$ cat src/rtl/cache_arb_pkg.sv
// cache_arb_pkg: shared types, constants and tie-break helper for the cache memory arbiter
package cache_arb_pkg;
  typedef enum logic [1:0] {IDLE, BUSY0, BUSY1} arb_state_t;
  localparam logic ARB_PORT_I = 1'b0;
  localparam logic ARB_PORT_D = 1'b1;
  localparam int PRIO_RR = 0;
  localparam int PRIO_FIXED = 1;
  function automatic logic arb_pick(input logic v0, input logic v1, input logic last, input logic fixed);
    return (v0 && v1) ? (fixed ? ARB_PORT_D : ~last) : (v1 ? ARB_PORT_D : ARB_PORT_I);
  endfunction
endpackage

$ cat src/rtl/cache_arb_stats.sv
// cache_arb_stats: grant and wait counters for the cache memory arbiter, wrapping modulo 2^32
module cache_arb_stats
  import cache_arb_pkg::*;
(
  input  logic        clk,
  input  logic        resetn,
  input  arb_state_t  state,
  input  logic        p0_valid,
  input  logic        p1_valid,
  input  logic        mem_ready,
  output logic [31:0] grant0,
  output logic [31:0] grant1,
  output logic [31:0] wait_cnt
);
  // count completions per port and cycles in which any requester is left waiting
  always_ff @(posedge clk or negedge resetn)
    if (!resetn) begin
      grant0 <= '0;
      grant1 <= '0;
      wait_cnt <= '0;
    end else begin
      if (mem_ready && state == BUSY0) grant0 <= grant0 + 32'd1;
      if (mem_ready && state == BUSY1) grant1 <= grant1 + 32'd1;
      if ((p0_valid && state != BUSY0) || (p1_valid && state != BUSY1)) wait_cnt <= wait_cnt + 32'd1;
    end
endmodule

$ cat src/rtl/cache_mem_arbiter.sv
// cache_mem_arbiter: shares one memory port between icache (port 0) and dcache (port 1); stats under CACHE_ARB_STATS_EN
module cache_mem_arbiter
  import cache_arb_pkg::*;
#(
  parameter int PRIO_MODE = PRIO_RR
) (
  input  logic        clk,
  input  logic        resetn,
  input  logic [31:0] p0_addr_i,
  input  logic        p0_valid_i,
  output logic [31:0] p0_dout_o,
  output logic        p0_ready_o,
  input  logic [31:0] p1_addr_i,
  input  logic [31:0] p1_din_i,
  input  logic [3:0]  p1_wmask_i,
  input  logic        p1_valid_i,
  output logic [31:0] p1_dout_o,
  output logic        p1_ready_o,
  output logic [31:0] mem_addr_o,
  output logic [31:0] mem_din_o,
  output logic [3:0]  mem_wmask_o,
  output logic        mem_valid_o,
  input  logic [31:0] mem_dout_i,
  input  logic        mem_ready_i,
  output logic [31:0] stat_grant0_o,
  output logic [31:0] stat_grant1_o,
  output logic [31:0] stat_wait_o
);
  arb_state_t state_q;
  logic last_q;
  logic win;
  logic g0;
  logic g1;
  assign win = arb_pick(p0_valid_i, p1_valid_i, last_q, PRIO_MODE == PRIO_FIXED);
  assign g0 = state_q == BUSY0;
  assign g1 = state_q == BUSY1;
  // grant in IDLE, hold until the memory completes, then always pass back through IDLE
  always_ff @(posedge clk or negedge resetn)
    if (!resetn) begin
      state_q <= IDLE;
      last_q <= ARB_PORT_D;
    end else if (state_q == IDLE) begin
      if (p0_valid_i || p1_valid_i) state_q <= win ? BUSY1 : BUSY0;
    end else if (mem_ready_i) begin
      state_q <= IDLE;
      last_q <= g1 ? ARB_PORT_D : ARB_PORT_I;
    end
  assign mem_valid_o = g0 | g1;
  assign mem_addr_o = g0 ? p0_addr_i : g1 ? p1_addr_i : '0;
  assign mem_din_o = g1 ? p1_din_i : '0;
  assign mem_wmask_o = g1 ? p1_wmask_i : '0;
  assign p0_ready_o = g0 & mem_ready_i;
  assign p1_ready_o = g1 & mem_ready_i;
  assign p0_dout_o = g0 ? mem_dout_i : '0;
  assign p1_dout_o = g1 ? mem_dout_i : '0;
`ifdef CACHE_ARB_STATS_EN
  cache_arb_stats u_stats (
    .clk(clk),
    .resetn(resetn),
    .state(state_q),
    .p0_valid(p0_valid_i),
    .p1_valid(p1_valid_i),
    .mem_ready(mem_ready_i),
    .grant0(stat_grant0_o),
    .grant1(stat_grant1_o),
    .wait_cnt(stat_wait_o)
  );
`else
  assign stat_grant0_o = '0;
  assign stat_grant1_o = '0;
  assign stat_wait_o = '0;
`endif
endmodule

$ cat config.mk
export PLATFORM = sky130hd
export DESIGN_NAME = cache_mem_arbiter
export DESIGN_NICKNAME = d
export VERILOG_FILES = /design/src/rtl/cache_arb_pkg.sv /design/src/rtl/cache_arb_stats.sv /design/src/rtl/cache_mem_arbiter.sv
export SDC_FILE = /design/constraint.sdc
export NUM_CORES = 1
export LEC_CHECK = 0
export ABC_AREA = 0
export CAP_MARGIN = 20
export CORE_AREA = 2 2 141 143
export CTS_CLUSTER_DIAMETER = 50
export DETAILED_ROUTE_END_ITERATION = 10
export DIE_AREA = 0 0 143 145
export DONT_BUFFER_PORTS = 1
export PLACE_DENSITY = 0.3
export SETUP_SLACK_MARGIN = 0.15
export SYNTH_ARGS = -nofsm -noshare
export SYNTH_HDL_FRONTEND = slang
export SYNTH_SLANG_ARGS = --single-unit
$ cat constraint.sdc
create_clock -name clk -period 1.9 [get_ports clk]
set_input_delay 0.38 -clock clk [delete_from_list [all_inputs] [get_ports clk]]
set_output_delay 0.38 -clock clk [all_outputs]
set_load 0.03 [all_outputs]
**Word level (Yosys, flattened, before mapping)**

Cells that the tools add are included.

- Equal/unequal tests: 3
- Bitwise gates (word level): 5
- Reduce and logical (&&, ||, !) cells: 6
- Muxes and demuxes: 13

Operators with widths:

| cell | count |
|---|---|
| 32-bit two-way mux | 5 |
| 2-bit two-way mux | 4 |
| 4-bit two-way mux | 1 |
| 2-bit AND reduction | 2 |
| 1-bit two-way mux | 3 |
| 1-bit AND | 2 |
| 2-bit by 1-bit equality test with 1-bit output, second input constant | 1 |
| 2-bit equality test, second input constant | 1 |
| 2-bit logical NOT | 1 |
| 2-bit by 1-bit inequality test with 1-bit output, second input constant | 1 |
| 1-bit NOT | 2 |
| 2-bit nonzero test | 1 |
| 1-bit logical AND | 1 |
| 1-bit logical OR | 1 |
| 1-bit OR | 1 |

- Word-level logic and storage cells: 29
- Bits in registers: 3

**Depth between registers and ports, before layout**

- Depth in word-level cells: 5
- Mapped depth: 6
- Depth with buffers taken out: 5

**Worst setup path before layout**

OpenSTA, ideal clock, no wires.

- Path type: reg2out
- From: register state_q[0]
- To: output mem_addr_o[30]
- Buffers on the path: 2
- Path slack: -0.171 ns
- Data required time: 1.520 ns
- Cell stages (with the launch flop): 7
- Arrival time: 1.691 ns
- Path through: dfrtp_1 > inv_1 > ha_1 > buf_6 > clkbuf_1 > nand2_1 > o21ai_0

- Cells in the longest elaborated chain, start to end: 3

RTL lines:

| what | RTL line | source |
|---|---|---|
| from (decl) | cache_mem_arbiter.sv:29 | `arb_state_t state_q;` |
| from (signal assigned) | cache_mem_arbiter.sv:43 | `if (p0_valid_i \|\| p1_valid_i) state_q <= win ? BUSY1 : BUSY0;` |
| 2-bit equality test | cache_mem_arbiter.sv:36 | `assign g1 = state_q == BUSY1;` |
| net g1 | cache_mem_arbiter.sv:33 | `logic g1;` |
| 32-bit two-way mux (2 in series) | cache_mem_arbiter.sv:49 | `assign mem_addr_o = g0 ? p0_addr_i : g1 ? p1_addr_i : '0;` |
| to (decl) | cache_mem_arbiter.sv:19 | `output logic [31:0] mem_addr_o,` |

The timed path passes the listed nets, and every way through them passes these cells.

**Worst setup path after layout**

- From: register state_q[1]
- To: output mem_addr_o[25]

- Cells in the longest elaborated chain, start to end: 3

RTL lines:

| what | RTL line |
|---|---|
| 2-bit equality test | cache_mem_arbiter.sv:36 |
| 32-bit two-way mux | cache_mem_arbiter.sv:49 |
| 32-bit two-way mux * | cache_mem_arbiter.sv:49 |

Every way passes the cells marked *; elsewhere a longest branch is shown, timed or not.

==> summary.md <==
| Metric | Value |
|---|---|
| Max VDD drop | 734 µV |
| Most frequent cells in the layout | conb_1, buf_6, and2_1 |
| Cell Chain, Critical Path | inv_2 > ha_4 > buf_12 > nor2b_4 > buf_6 > a22o_1 > buf_6 |
| Netlist cell types | 20 |
| Worst setup EP type | output pin |
| Die span in y | 145 µm |
| Critical Path Start Type | flop |
| Clock network fraction of total power | 0.053 |
| Commonest non-fill, non-tap cell in the layout | conb_1 |
| M2 GR Usage | 0.147 |
| CTS Buffer Depth | 2 |
| CP required | 1.52 ns |
| Switching pwr | 3450 µW |
| Post-route minimum period | 2.03 ns |
| Overall routed net length | 8.71 mm |
| Largest net degree at the start of global routing | 53 |
| IO Port Bufs | 0 |
| RSZ-0062 raised after global routing | yes |
| Initial core utilization | 0.105 |
| Comb power frac | 0.927 |
| Root Buffer | clkbuf_16 |
| Kind of cell adding the most delay to the critical path | buffers and inverters |
| Mapped Cells | 271 |
| Pwr dens | 1690 nW/µm² |
| Reg power frac | 0.020 |
| Skew final | 0.00233 ns |
| CTS tree | done |
| Std-Cell Rows | 51 |
| CTS buffer count | 3 |
| Clock transition at path regs | 0.03 ns |
| Wire per inst | 13.3 µm |
| I/O pin cnt | 368 |
| Worst min path class | in -> reg |
| Fin worst setup slack | -0.128 ns |
| Maximum clock rate | 0.493 GHz |
| Core region area | 19200 µm² |
| Residual overflow from global routing | 0 |
| Die X | 143 µm |
| H-tree levels | 1 |
| Critical path peak fanout | 8 |
| Crit path kind | reg -> out |
| Placer Congestion | 0.662 |
| Synth-to-Final Area Change | 89.0% |
| Avg Cell Area, Syn | 7.45 µm² |
| Failing checks | negative setup slack |
| Via count | 2060 |
| Most frequent CP cell | buf_6 |
| Total power | 6450 µW |
| Sequential area share after synthesis | 0.0378 |
| Starting DRT DRC Count | 31 |
| Most used routing layer | met2 |
| Dpl ws | -0.0313 ns |
| Fin. max-slew vios | 0 |
| GRT Total Usage | 0.0667 |
| Post-layout net count | 534 |
| Yosys Warn Count | 0 |
| Synthesized area | 2020 µm² |
| Maximum capacitance violations | 0 |
| CP Data Arrival Time | 1.65 ns |
| Final clock period utilization by the worst path | 1.07 |
| N_diodes | 0 |
| Via-to-Cell Ratio | 3.14 |
| CP Buf/Inv Count | 4 |
| Final ANT Viol Nets | 0 |
| Switching Share | 0.534 |
| Status | finished with violations |
| Cell internal pwr | 3000 µW |
| Grt met3 use | 0.0112 |
| Slowest CP cell | dfrtp_1 |
| Layout cells sized above 1 | 0.532 |
| Final Hold Viols | 0 |
| Final setup fails | 115 |
| Number of global-route vias before repair | 1967 |
| Grt met1 use | 0.0569 |
| Hpwl dp | 6.26 mm |
| Slowest stage delay, CP | 0.41 ns |
| Number of clock sinks | 3 |
| Skew-Pair Late Insertion Delay | 0.23 ns |
| Leak | 0.00189 µW |
| Flops & latches, synth | 3 |
| Full die area | 20700 µm² |
| Initial antenna violation count | 1 |
| DRC viols | 0 |
| First-pass GRT wire length | 10.8 mm |
| DRT Pass-1 Iters | 4 |
## path summary, 6_finish.rpt
path	to	slack, ns	cells past startpoint	start
setup / recovery	mem_addr_o[25]	-0.13	7	state_q[1]
hold / removal	state_q[1]	0.32	1	p1_valid_i
setup reg to reg	state_q[0]	0.41	6	state_q[1]
hold reg to reg	state_q[1]	0.61	2	last_q
max in group asynchronous	last_q	1.25	1	resetn
min in group asynchronous	state_q[1]	0.42	1	resetn
## logic make-up after synthesis
| family | after synthesis | share of synthesized area |
|---|---|---|
| flops | 3 | 0.0378 |
| fa+ha+maj | 5 | 0.0310 |
| other cells | 1 | 0.00186 |
| compound gates | 36 | 0.169 |
| buf+inv | 116 | 0.415 |
| mux | 2 | 0.0112 |
| simple gates | 108 | 0.335 |
## stage by stage
stage | hold WS (ns) | std cells | utilization | cell area (µm²) | setup TNS (ns)
6_report | 0.324 | 656 | 0.199 | 3810 | -8.12
5_1_grt | 0.333 | 656 | 0.199 | 3810 | -15.47
4_1_cts | 0.320 | 647 | 0.177 | 3400 | -11.02
3_5_place_dp | 0.0846 | 633 | 0.147 | 2820 | -0.527
3_3_place_gp | 0.0846 | 633 | 0.147 | 2820 | -0.00327
2_1_floorplan | 0.0844 | 366 | - | 2380 | 0
## sequential cells by signal (all words and copies together) (netlist names)
register	flops
state_q	2
last_q	1
## power by group through the flow
| stage | sequential, µW | combinational [µW] | clock [µW] |
|---|---|---|---|
| after floorplan | 113 | 3370 | 0 |
| after global placement | 116 | 4480 | 0 |
| after detailed placement | 116 | 4490 | 0 |
| after CTS | 126 | 5290 | 347 |
| after global routing | 134 | 6290 | 350 |
| final | 129 | 5980 | 339 |
## Yosys cell counts (all sizes together)
cell type	instances	area share
buf	104	0.39
and2	102	0.32
a22o	31	0.15
clkbuf	10	0.019
ha	5	0.031
nand2	3	0.0056
dfrtp	2	0.025
inv	2	0.0037
mux2	2	0.011
nand2b	2	0.0062
o21ai	2	0.0050
a21boi	1	0.0037
a32o	1	0.0050
conb	1	0.0019
dfstp	1	0.013
nor2b	1	0.0068
o22ai	1	0.0031
## routing by layer
layer  wire length (µm)  vias to the layer above
met5                 13                        -
met1               2750                      931
met2               5010                      197
met4                170                        2
li1                   -                      918
met3                773                       12
## layout make-up
cell class                 count  area, µm²
clock buffer                   4       78.8
tap                          265        332
fill                        2088      15400
multi-input combinational    247       1770
timing repair buffer         135       1550
inverter                       2       7.51
sequential                     3       77.6
## repair_timing
item                                    4_1_cts  5_1_grt
resized for setup                            69       96
endpoints found under the setup margin      116      135
cloned                                        4        5
pin swaps                                     3        3
hold buffers                                  1        0
setup buffers                                 5        5
endpoints found under the hold margin         3        0
Power figures use the tool's default switching activity.
